==> config.mk <==
export PLATFORM = sky130hd
export DESIGN_NAME = mat_fetch_sched
export DESIGN_NICKNAME = d
export VERILOG_FILES = /design/src/rtl/mat_fetch_sched.sv
export SDC_FILE = /design/constraint.sdc
export NUM_CORES = 1
export LEC_CHECK = 0
export BUFFER_PORTS_ARGS = -buffer_cell sky130_fd_sc_hd__buf_2
export CORE_UTILIZATION = 29
export CTS_BUF_LIST = sky130_fd_sc_hd__clkbuf_4 sky130_fd_sc_hd__clkbuf_8 sky130_fd_sc_hd__clkbuf_16
export CTS_CLUSTER_SIZE = 40
export DETAILED_ROUTE_END_ITERATION = 16
export SLEW_MARGIN = 20
export SYNTH_ARGS = -nofsm -noshare
export SYNTH_HDL_FRONTEND = slang
export SYNTH_SLANG_ARGS = --single-unit
==> constraint.sdc <==
create_clock -name clk_in -period 4.15 [get_ports clk_in]
set_input_delay 1.245 -clock clk_in [delete_from_list [all_inputs] [get_ports clk_in]]
set_output_delay 1.245 -clock clk_in [all_outputs]
set_load 0.05 [all_outputs]
==> src/rtl/mat_fetch_sched.sv <==
// Fetch sequencer: reads one A row and one B column through a shared BRAM port
// and presents them as packed lane vectors to iter_control.
module mat_fetch_sched #(
  parameter int N        = 32,
  parameter int DW       = 8,
  parameter int AW       = 11,
  parameter int BRAM_LAT = 2
) (
  input  logic            clk_in,
  input  logic            rst_in,
  input  logic            new_request,
  input  logic [5:0]      row_req,
  input  logic [5:0]      col_req,
  input  logic [5:0]      dim_in,
  input  logic            flush,
  output logic [AW-1:0]   bram_addr,
  input  logic [DW-1:0]   bram_data,
  output logic [N*DW-1:0] matA_row,
  output logic [N*DW-1:0] matB_col,
  output logic            val_rows,
  output logic [5:0]      row_in,
  output logic [5:0]      col_in,
  output logic            busy,
  output logic            req_dropped
);

  typedef enum logic [2:0] {S_IDLE, S_ISSUE_A, S_ISSUE_B, S_DRAIN, S_PRESENT} state_t;

  state_t                      state_q, state_d;
  logic [5:0]                  row_q, row_d, col_q, col_d, dim_q, dim_d, k_q, k_d;
  logic [5:0]                  last_row_q, last_row_d;
  logic                        reuse_q, reuse_d, flush_pend_q, flush_pend_d, drop_q, drop_d;
  logic [AW-1:0]               addr_q, addr_d, addr_calc;
  logic [N*DW-1:0]             mat_a_q, mat_a_d, mat_b_q, mat_b_d;
  logic [BRAM_LAT-1:0]         tv_q, tv_d, tb_q, tb_d;
  logic [BRAM_LAT-1:0][5:0]    tk_q, tk_d;
  logic                        issue, sel_b, pipe_busy;

  always_comb begin
    state_d      = state_q;
    row_d        = row_q;
    col_d        = col_q;
    dim_d        = dim_q;
    k_d          = k_q;
    last_row_d   = last_row_q;
    reuse_d      = reuse_q;
    flush_pend_d = flush_pend_q;
    drop_d       = 1'b0;
    mat_a_d      = mat_a_q;
    mat_b_d      = mat_b_q;

    issue = (state_q == S_ISSUE_A) || (state_q == S_ISSUE_B);
    sel_b = (state_q == S_ISSUE_B);
    addr_calc = sel_b ? (AW'(N * N) + AW'(k_q) * AW'(N) + AW'(col_q))
                      : (AW'(row_q) * AW'(N) + AW'(k_q));
    addr_d = issue ? addr_calc : addr_q;

    // Tag pipeline mirrors BRAM latency so each returning byte knows its lane.
    tv_d = '0;
    tb_d = '0;
    tk_d = '0;
    tv_d[0] = issue;
    tb_d[0] = sel_b;
    tk_d[0] = k_q;
    for (int i = 1; i < BRAM_LAT; i++) begin
      tv_d[i] = tv_q[i-1];
      tb_d[i] = tb_q[i-1];
      tk_d[i] = tk_q[i-1];
    end

    // The last stage retires on this edge, so only earlier stages block PRESENT.
    pipe_busy = 1'b0;
    for (int i = 0; i < BRAM_LAT - 1; i++) begin
      pipe_busy = pipe_busy | tv_q[i];
    end

    if (tv_q[BRAM_LAT-1] && (int'(tk_q[BRAM_LAT-1]) < N)) begin
      if (tb_q[BRAM_LAT-1]) mat_b_d[int'(tk_q[BRAM_LAT-1])*DW +: DW] = bram_data;
      else                  mat_a_d[int'(tk_q[BRAM_LAT-1])*DW +: DW] = bram_data;
    end

    if (flush) begin
      reuse_d = 1'b0;
      if (issue || state_q == S_DRAIN) flush_pend_d = 1'b1;
    end

    if (new_request && state_q != S_IDLE) drop_d = 1'b1;

    case (state_q)
      S_IDLE: begin
        if (new_request) begin
          if (dim_in == 6'd0) begin
            drop_d = 1'b1;
          end else begin
            row_d        = row_req;
            col_d        = col_req;
            dim_d        = dim_in;
            k_d          = 6'd0;
            flush_pend_d = 1'b0;
            mat_b_d      = '0;
            if (reuse_q && !flush && row_req == last_row_q) begin
              state_d = S_ISSUE_B;
            end else begin
              mat_a_d = '0;
              state_d = S_ISSUE_A;
            end
          end
        end
      end
      S_ISSUE_A: begin
        k_d = k_q + 6'd1;
        if (k_q == dim_q - 6'd1) begin
          k_d     = 6'd0;
          state_d = S_ISSUE_B;
        end
      end
      S_ISSUE_B: begin
        k_d = k_q + 6'd1;
        if (k_q == dim_q - 6'd1) begin
          k_d     = 6'd0;
          state_d = S_DRAIN;
        end
      end
      S_DRAIN: begin
        if (!pipe_busy) state_d = S_PRESENT;
      end
      S_PRESENT: begin
        last_row_d = row_q;
        reuse_d    = !(flush || flush_pend_q);
        state_d    = S_IDLE;
      end
      default: state_d = S_IDLE;
    endcase
  end

  always_ff @(posedge clk_in) begin
    if (rst_in) begin
      state_q      <= S_IDLE;
      row_q        <= '0;
      col_q        <= '0;
      dim_q        <= '0;
      k_q          <= '0;
      last_row_q   <= '0;
      reuse_q      <= 1'b0;
      flush_pend_q <= 1'b0;
      drop_q       <= 1'b0;
      addr_q       <= '0;
      mat_a_q      <= '0;
      mat_b_q      <= '0;
      tv_q         <= '0;
      tb_q         <= '0;
      tk_q         <= '0;
    end else begin
      state_q      <= state_d;
      row_q        <= row_d;
      col_q        <= col_d;
      dim_q        <= dim_d;
      k_q          <= k_d;
      last_row_q   <= last_row_d;
      reuse_q      <= reuse_d;
      flush_pend_q <= flush_pend_d;
      drop_q       <= drop_d;
      addr_q       <= addr_d;
      mat_a_q      <= mat_a_d;
      mat_b_q      <= mat_b_d;
      tv_q         <= tv_d;
      tb_q         <= tb_d;
      tk_q         <= tk_d;
    end
  end

  assign bram_addr   = issue ? addr_calc : addr_q;
  assign matA_row    = mat_a_q;
  assign matB_col    = mat_b_q;
  assign val_rows    = (state_q == S_PRESENT);
  assign row_in      = row_q;
  assign col_in      = col_q;
  assign busy        = (state_q != S_IDLE);
  assign req_dropped = drop_q;

endmodule

==> results_dict.tcl, run 1 <==
set metrics [dict create \
    path_cells "nand2b_1 > a21oi_1 > buf_4 > o22a_1 > buf_2" \
    antenna_found_initial 1 \
    die_y_um 287 \
    drv_slew 0 \
    cp_num_buf_inv 2 \
    cts_htree_levels 3 \
    min_period_ns 3.68 \
    drtPass1Iterations 5 \
    via_per_inst 5.47 \
    async_reset_ff_share_pct 0 \
    ant_nets 0 \
    layout-drive-gt1-share_pct 25.2 \
    slowest_stage "dfxtp_1" \
    worst_slew_pin_slew_ns 1.04 \
    report.final.hold_viol_count 0 \
    numCtsBuffers 68 \
    cp-endpoint "bram_addr[7]" \
    critPathLaunch "state_q[1]" \
    synth_cell_types 66 \
    clock_latency_ns 0.62 \
    final.setup.tns_ns 0 \
    synth_edf_count 0 \
    area_delta_synth_final_pct 25.2 \
    yosys_warnings 0 \
    cts.hold.buffers_added 0 \
    crit_fanout 10 \
    r2r_setup_slack_ns 0.74 \
    core_area_sq_um 80500 \
    cp.required_ns 2.90 \
    rr_worst_depth 6 \
    critPathTopFamily "compound AO/OA/AOI/OAI gates" \
    cts_resized 0 \
    vias 24000 \
    place_ws_ns 0.766 \
    synth.ff_latch_count 575 \
    maxCapViolCount 0 \
    clk_pin_slew_ns 0.06 \
    crit_cells 5 \
    io_pins 568 \
    reg2reg_from "tk_q[7]" \
    drtIter0Drc 2261 \
    start_util_pct 29.3 \
    setup_slack_ns 0.472 \
    dieArea_sq_um 82400 \
    clkSinkCount 575 \
    drc 0 \
    seq_area_frac_synth_pct 48.8 \
    status "finished, final reports clean" \
    fmax_mhz 272 \
    register_area_sq_um 11500 \
    place_congestion 0.814 \
    power_density_nw_per_um2 411 \
    overflow 0 \
    r2r-end "matB_col[228]" \
    dp.final_hpwl_mm 69.3 \
    leakage_uw 0.0114 \
    cts.path.max_buffers 3 \
    rsz0062_at_grt "false" \
    setup_violations 0 \
    wl_mm 106 \
    fp-row-count 104 \
    grt_pass1_vias 22300 \
    tritoncts "yes" \
    critPathMaxStageDelay_ns 0.47 \
    cp.arrival_ns 2.43 \
    skew_ns 0.0250 \
    nets 3311 \
    wl_per_cell_um 24.1 \
    peakVddDrop_uv 309 \
    cts_setup_buffers 0 \
    multiInputGateArea_sq_um 10700 \
    die_w_um 287 \
    start_kind "flop" \
    syn-num-nets 2926 \
    maxSlewHeadroom_pct 30.4 \
    fin_crit_sh_pct 88.6 \
    hp-class "flop to flop" \
    end_kind "primary output" \
    synth_cells 2888 \
    grt_max_degree 130 \
    avgSynthCellArea_sq_um 8.16 \
    synth-main-ff-cell "dfxtp_1" \
    port_buffers 567 \
    grt_usage_pct 24.5 \
    clockRootBuffer "clkbuf_16" \
    grt_pass1_wl_mm 152 \
    n_fill_cell 8424 \
    synth_area_sq_um 23600 \
    crit_type "flop to primary output" \
]
-- area by class of cell --
class,count,area share [%]
flip-flops and latches,575,39.0
well taps,1060,4.49
clock buffers,99,6.87
diodes,2,0.0170
multi-input cells,1959,36.3
inverters,10,0.127
clock inverters,23,0.704
repair buffers,659,12.5
-- through the flow --
stage / utilization (%) / cells / area [sq um] / hold WS [ns] / total power, uW
4_1_cts: 36.6 / 4385 / 29500 / 0.442 / 12200
6_report: 36.6 / 4387 / 29500 / 0.441 / 12100
3_3_place_gp: 33.9 / 4263 / 27300 / 0.423 / 6210
3_5_place_dp: 33.9 / 4263 / 27300 / 0.428 / 6210
5_1_grt: 36.6 / 4385 / 29500 / 0.463 / 12500
2_1_floorplan: - / 2888 / 23600 / 0.414 / 6010
-- worst min path at each step --
stage	startpoint	end	slack, ns	cells after the start
global route	tk_d[10]	tk_q[10]	0.46	1
CTS	tk_d[9]	tk_q[9]	0.44	1
detailed placement	tk_d[9]	tk_q[9]	0.43	1
global placement	tk_d[9]	tk_q[9]	0.42	1
finish	tk_d[9]	tk_q[9]	0.44	1
floorplan	tb_q[0]	tb_q[1]	0.41	1
-- where the power goes --
part / switching [uW] / internal (uW) / total, uW / leakage (uW)
registers: 19.3 / 5540 / 5560 / 0.00463
clock network: 2490 / 3540 / 6030 / 0.00113
logic: 415 / 118 / 533 / 0.00567
total: 2930 / 9200 / 12100 / 0.0114
-- placed cells by master, fill, tap and decap left out, drive strengths merged, types with 14 or more instances in the layout --
master / count
nand2: 123
o21ai: 419
mux2i: 30
nor3: 18
clkbuf: 99
o31ai: 28
dfxtp: 575
nand3: 417
or3: 14
and3: 49
and2: 30
xor2: 14
a21oi: 515
buf: 659
inv: 16
nor2b: 19
nand4: 100
nor2: 91
-- flip-flops by register name, indices dropped and copies added (netlist names), 2 cells and up --
signal / flops
addr_q: 11
col_in: 6
dim_q: 6
k_q: 6
last_row_q: 6
matA_row: 256
matB_col: 256
row_in: 6
state_q: 3
tb_q: 2
tk_d: 6
tk_q: 6
tv_q: 2
-- Yosys cell counts (all sizes together), types with 10 or more instances --
cell type	count	share of area, %
or3	14	0.37
nor3	18	0.56
inv	10	0.16
and2	30	0.80
nand2	123	2.0
dfxtp	575	49
o31ai	28	0.91
o21ai	419	8.9
nor2	91	1.5
nor2b	19	0.50
a21oi	515	11
nand4	100	2.7
and3	49	1.3
clkbuf	232	3.8
nand3	417	8.9
buf	112	2.5
xor2	14	0.52
o22a	13	0.48
mux2i	30	1.3
-- routing by layer --
layer / track usage (%) / part of all wire [%] / vias up / wire (um)
met5: 0 / 0 / - / 0
met1: 32.1 / 42 / 11700 / 44400
li1: - / - / 11100 / -
met3: 6.80 / 9.4 / 169 / 9890
met2: 38.0 / 45 / 1061 / 47800
met4: 9.26 / 3.5 / 0 / 3670
-- cells by family after synthesis --
family	Yosys count	synth area share (%)
fa+ha+maj	8	0.425
compound gates	1005	22.5
flops	575	48.8
simple gates	894	19.7
buf+inv	354	6.44
mux	30	1.27
xor+xnor	22	0.849
No activity file was read; power rests on OpenSTA's default activity.
==> inputs of run 2 (changes only) <==
==> constraint.sdc (replaced) <==
create_clock -name clk_in -period 4.15 [get_ports clk_in]
set_input_delay 0.2075 -clock clk_in [delete_from_list [all_inputs] [get_ports clk_in]]
set_output_delay 0.2075 -clock clk_in [all_outputs]
set_load 0.05 [all_outputs]
==> results_dict.tcl, run 2 (synthesis results as in run 1) <==
set metrics [dict create \
    io_pins 568 \
    fin_crit_sh_pct 83.1 \
    leakage_uw 0.0115 \
    clockRootBuffer "clkbuf_16" \
    drv_slew 0 \
    clk_pin_slew_ns 0.06 \
    fp-row-count 104 \
    maxCapViolCount 0 \
    via_per_inst 5.47 \
    antenna_found_initial 2 \
    crit_fanout 22 \
    wl_mm 105 \
    cp.required_ns 4.58 \
    path_cells "inv_1 > ha_1 > xnor2_4 > nand2_1 > or3_1 > buf_4 > o21ai_0 > a21oi_1" \
    pwr-share-clk_pct 51.1 \
    start_util_pct 29.3 \
    dpl_cell_area_sq_um 27200 \
    rsz0062_at_grt "false" \
    ant_nets 0 \
    crit_type "flop to flop" \
    vias 24100 \
    numCtsBuffers 68 \
    setup_violations 0 \
    swShare_pct 23.8 \
    die_w_um 287 \
    p_seq_share_pct 44.6 \
    finalInstanceArea_sq_um 29800 \
    final.setup.tns_ns 0 \
    wl_met3_mm 9.50 \
    layout-drive-gt1-share_pct 25.0 \
    clkSinkCount 575 \
    slowest_stage "or3_1" \
    hp-class "input port to flop" \
    fmax_mhz 290 \
    p_sw_uw 2960 \
    wl_per_cell_um 23.8 \
    cp_num_buf_inv 2 \
    layout_commonest_cell "dfxtp_1" \
    cts.path.max_buffers 3 \
    grt_max_degree 156 \
    dieArea_sq_um 82400 \
    grt_usage_pct 24.2 \
    status "finished, final reports clean" \
    overflow 0 \
    p_int_uw 9510 \
    peakVddDrop_uv 247 \
    grt_pass1_vias 22000 \
    met1_length_mm 44.2 \
    place_congestion 0.822 \
    drc 0 \
    pwr-share-comb_pct 4.3 \
    skew_ns 0.0255 \
    grt_pass1_wl_mm 151 \
    worst_slew_pin_slew_ns 1.11 \
    die_y_um 287 \
    tritoncts "yes" \
    port_buffers 567 \
    cts_htree_levels 3 \
    maxSlewHeadroom_pct 25.8 \
    critPathTopFamily "simple AND/OR/NAND/NOR gates" \
    clock_latency_ns 0.62 \
    start_kind "flop" \
    min_period_ns 3.45 \
    power_density_nw_per_um2 419 \
    area_delta_synth_final_pct 26.3 \
    layout_common_cells "dfxtp_1 (575), buf_2 (567), a21oi_1 (512), nand3_1 (408), o21ai_0 (398)" \
    core_area_sq_um 80500 \
    critPathMaxStageDelay_ns 0.74 \
    top_layer_used "met4" \
    dp.final_hpwl_mm 68.9 \
    end_kind "flop" \
    drtIter0Drc 2432 \
    cp.arrival_ns 3.88 \
    report.final.hold_viol_count 0 \
    route.met2.wl_mm 48.6 \
    drtPass1Iterations 5 \
    nets 3327 \
]
run 2: cell types whose count changed in the layout (fill, tap and decap cells not counted), sizes merged:
cell	delta
dlygate4sd3	+20
clkbuf	-10
bufinv	+7
buf	-4
inv	+3
clkinv	+1
diode	-1
run 2: final cells by class:
class	count	area, sq um
clock inverters	34	452
repair buffers	675	3810
inverters	10	37.5
diodes	1	2.50
flip-flops and latches	575	11500
well taps	1060	1330
fillers	8366	50800
multi-input cells	1959	10700
clock buffers	89	1910
run 2: repair_timing:
action	CTS	global route
resized for setup	0	0
hold endpoints to repair	21	0
hold buffers	20	0
buffers inserted	0	0
setup endpoints to repair	0	0
run 2: worst reg2reg max path, delay by kind of cell (launching register included):
| family | cells | cell delay, ns |
|---|---|---|
| simple gates | 2 | 1.18 |
| xor+xnor | 1 | 0.57 |
| flops | 1 | 0.44 |
| buf+inv | 2 | 0.42 |
| fa+ha+maj | 1 | 0.35 |
| compound gates | 2 | 0.33 |
run 2: layer usage:
metal	GRT usage [%]	vias up
li1	-	11100
met1	32.1	11700
met2	38.3	1139
met3	6.29	153
met4	7.37	0
met5	0	-
run 2: power by group through the flow:
stage          clock [uW]  combinational [uW]  sequential [uW]
2_1_floorplan           0                 298             5710
3_3_place_gp            0                 516             5690
3_5_place_dp            0                 517             5690
4_1_cts              6470                 533             5560
5_1_grt              6710                 564             5560
6_report             6380                 532             5570
run 2: path summary, 6_finish.rpt:
path | startpoint | endpoint | slack [ns] | cells after the start
setup reg to reg | tk_q[7] | matA_row[30] | 0.70 | 8
setup / recovery | tk_q[7] | matA_row[30] | 0.70 | 8
hold / removal | bram_data[2] | matB_col[50] | 0.05 | 3
hold reg to reg | tk_d[11] | tk_q[11] | 0.44 | 1
run 2: through the flow:
stage / utilization, % / worst slack, ns / hold WS, ns / total power, uW / std cells
after global routing: 37.0 / 0.455 / 0.0418 / 12800 / 4402
final: 37.0 / 0.702 / 0.0508 / 12500 / 4403
after detailed placement: 33.8 / 0.788 / 0.424 / 6200 / 4259
after CTS: 37.0 / 0.706 / 0.0290 / 12600 / 4402
after global placement: 33.8 / 0.900 / 0.426 / 6200 / 4259
after floorplan: - / 1.25 / 0.291 / 6010 / 2888
==> inputs of run 3 (changes only) <==
Clock period 4.15 ns to 3.1 ns, I/O delays scaled along.
==> results_dict.tcl, run 3 (synthesis results as in run 1) <==
set metrics [dict create \
    place_congestion 0.835 \
    drtPass1Iterations 5 \
    skew_ns 0.0153 \
    fp-row-count 104 \
    core_area_sq_um 80500 \
    n_fill_cell 8324 \
    p_sw_uw 4020 \
    clockRootBuffer "clkbuf_16" \
    start_kind "flop" \
    numCtsBuffers 66 \
    drtIter0Drc 2258 \
    clock_latency_ns 0.60 \
    crit_type "flop to flop" \
    drv_slew 0 \
    layout_commonest_cell "dfxtp_1" \
    grt_usage_pct 24.4 \
    maxCapViolCount 0 \
    drc 0 \
    maxSlewHeadroom_pct 31.0 \
    leakage_uw 0.0118 \
    dieArea_sq_um 82400 \
    layout-drive-gt1-share_pct 26.0 \
    layout_common_cells "dfxtp_1 (575), buf_2 (567), a21oi_1 (512), nand3_1 (408), o21ai_0 (398)" \
    antenna_found_initial 2 \
    overflow 0 \
    power_density_nw_per_um2 540 \
    wl_mm 105 \
    grt_pass1_wl_mm 153 \
    cts_htree_levels 3 \
    crit_fanout 7 \
    peakVddDrop_uv 420 \
    dp.final_hpwl_mm 70.0 \
    report.final.hold_viol_count 0 \
    swShare_pct 24.5 \
    end_kind "flop" \
    fmax_mhz 336 \
    io_pins 568 \
    grt_max_degree 67 \
    grt_pass1_vias 22300 \
    fin_total_pwr_uw 16400 \
    fin_crit_sh_pct 96.0 \
    tritoncts "yes" \
    p_int_uw 12400 \
    pwr-share-clk_pct 49.8 \
    setup_violations 0 \
    pwr-share-comb_pct 4.8 \
    cp.required_ns 3.59 \
    ant_nets 0 \
    start_util_pct 29.3 \
    reg2reg_from "tk_q[7]" \
    clk_pin_slew_ns 0.06 \
    min-delay-start "bram_data[2]" \
    area_delta_synth_final_pct 28.9 \
    min_period_ns 2.97 \
    cts_setup_buffers 0 \
    final.setup.tns_ns 0 \
    worst_slew_pin_slew_ns 1.03 \
    via_per_inst 5.40 \
    vias 24000 \
    die_y_um 287 \
    rsz0062_at_grt "false" \
    wl_per_cell_um 23.7 \
    critPathLaunch "tk_q[7]" \
    nets 3374 \
    p_seq_share_pct 45.4 \
    die_w_um 287 \
    status "finished, final reports clean" \
    cp.arrival_ns 3.46 \
    clkSinkCount 575 \
    hp-class "input port to flop" \
    port_buffers 567 \
    cts.path.max_buffers 3 \
]
## run 3: cell count changes in the layout (fill, tap and decap cells not counted), moves of 3 or more
cell,before,now
clkbuf_4,13,8
inv_6,8,0
buf_12,9,33
clkbuf_8,8,13
clkinv_2,12,9
bufinv_16,9,4
clkinvlp_4,2,8
inv_16,0,4
buf_4,79,103
## run 3: per-layer routing
metal / share of wire (%) / GRT usage (%) / vias up
met5: 0 / 0 / -
met4: 3.4 / 8.82 / 0
met3: 9.6 / 7.03 / 187
met2: 46 / 38.4 / 1065
met1: 41 / 31.6 / 11600
li1: - / - / 11200
## run 3: final timing paths
| path | cells after the start | slack (ns) | end |
|---|---|---|---|
| max | 8 | 0.13 | matA_row[6] |
| min | 3 | 0.03 | matB_col[50] |
| max reg2reg | 8 | 0.13 | matA_row[6] |
| min reg2reg | 1 | 0.44 | tk_q[9] |
## run 3: stage by stage
step                      hold WS, ns  std cells  setup slack (ns)  util [%]  area [sq um]
after CTS                    0.000253       4446             0.116      37.7         30400
after global routing           0.0265       4446           0.00939      37.7         30400
after floorplan                 0.238       2888             0.197         -         23600
after global placement          0.390       4307             0.222      34.6         27900
after detailed placement        0.401       4307             0.139      34.6         27900
final                          0.0313       4449             0.125      37.7         30400
## run 3: power groups by stage
stage	Combinational [uW]	Sequential [uW]	Clock, uW
after floorplan	398	7650	0
after global placement	757	7610	0
after detailed placement	755	7610	0
after CTS	777	7450	8330
after global routing	822	7450	8600
final	781	7450	8180
## run 3: repair_timing
item | in CTS | in global routing
endpoints found under the setup margin | 0 | 50
hold buffers | 21 | 0
gates resized for setup | 0 | 2
endpoints found under the hold margin | 22 | 0
## run 3: worst max-delay path, stage by stage, from the launching register on
cell and delay [ns]:
dfxtp_1 0.37, or4_4 0.62, nor2_1 0.13, ha_1 0.27, nor4b_1 0.25, nand4_1 0.38
nor2_2 0.54, mux2i_1 0.24, nor2_1 0.05
## run 3: layout make-up
cell class	instances	area, sq um	area share, %
antenna	3	7.51	0.0247
clock buffer	88	1920	6.31
clock inverter	30	364	1.20
inverter	10	37.5	0.124
multi-input combinational	1959	10700	35.3
sequential	575	11500	37.9
tap	1060	1330	4.37
timing repair buffer	724	4480	14.8
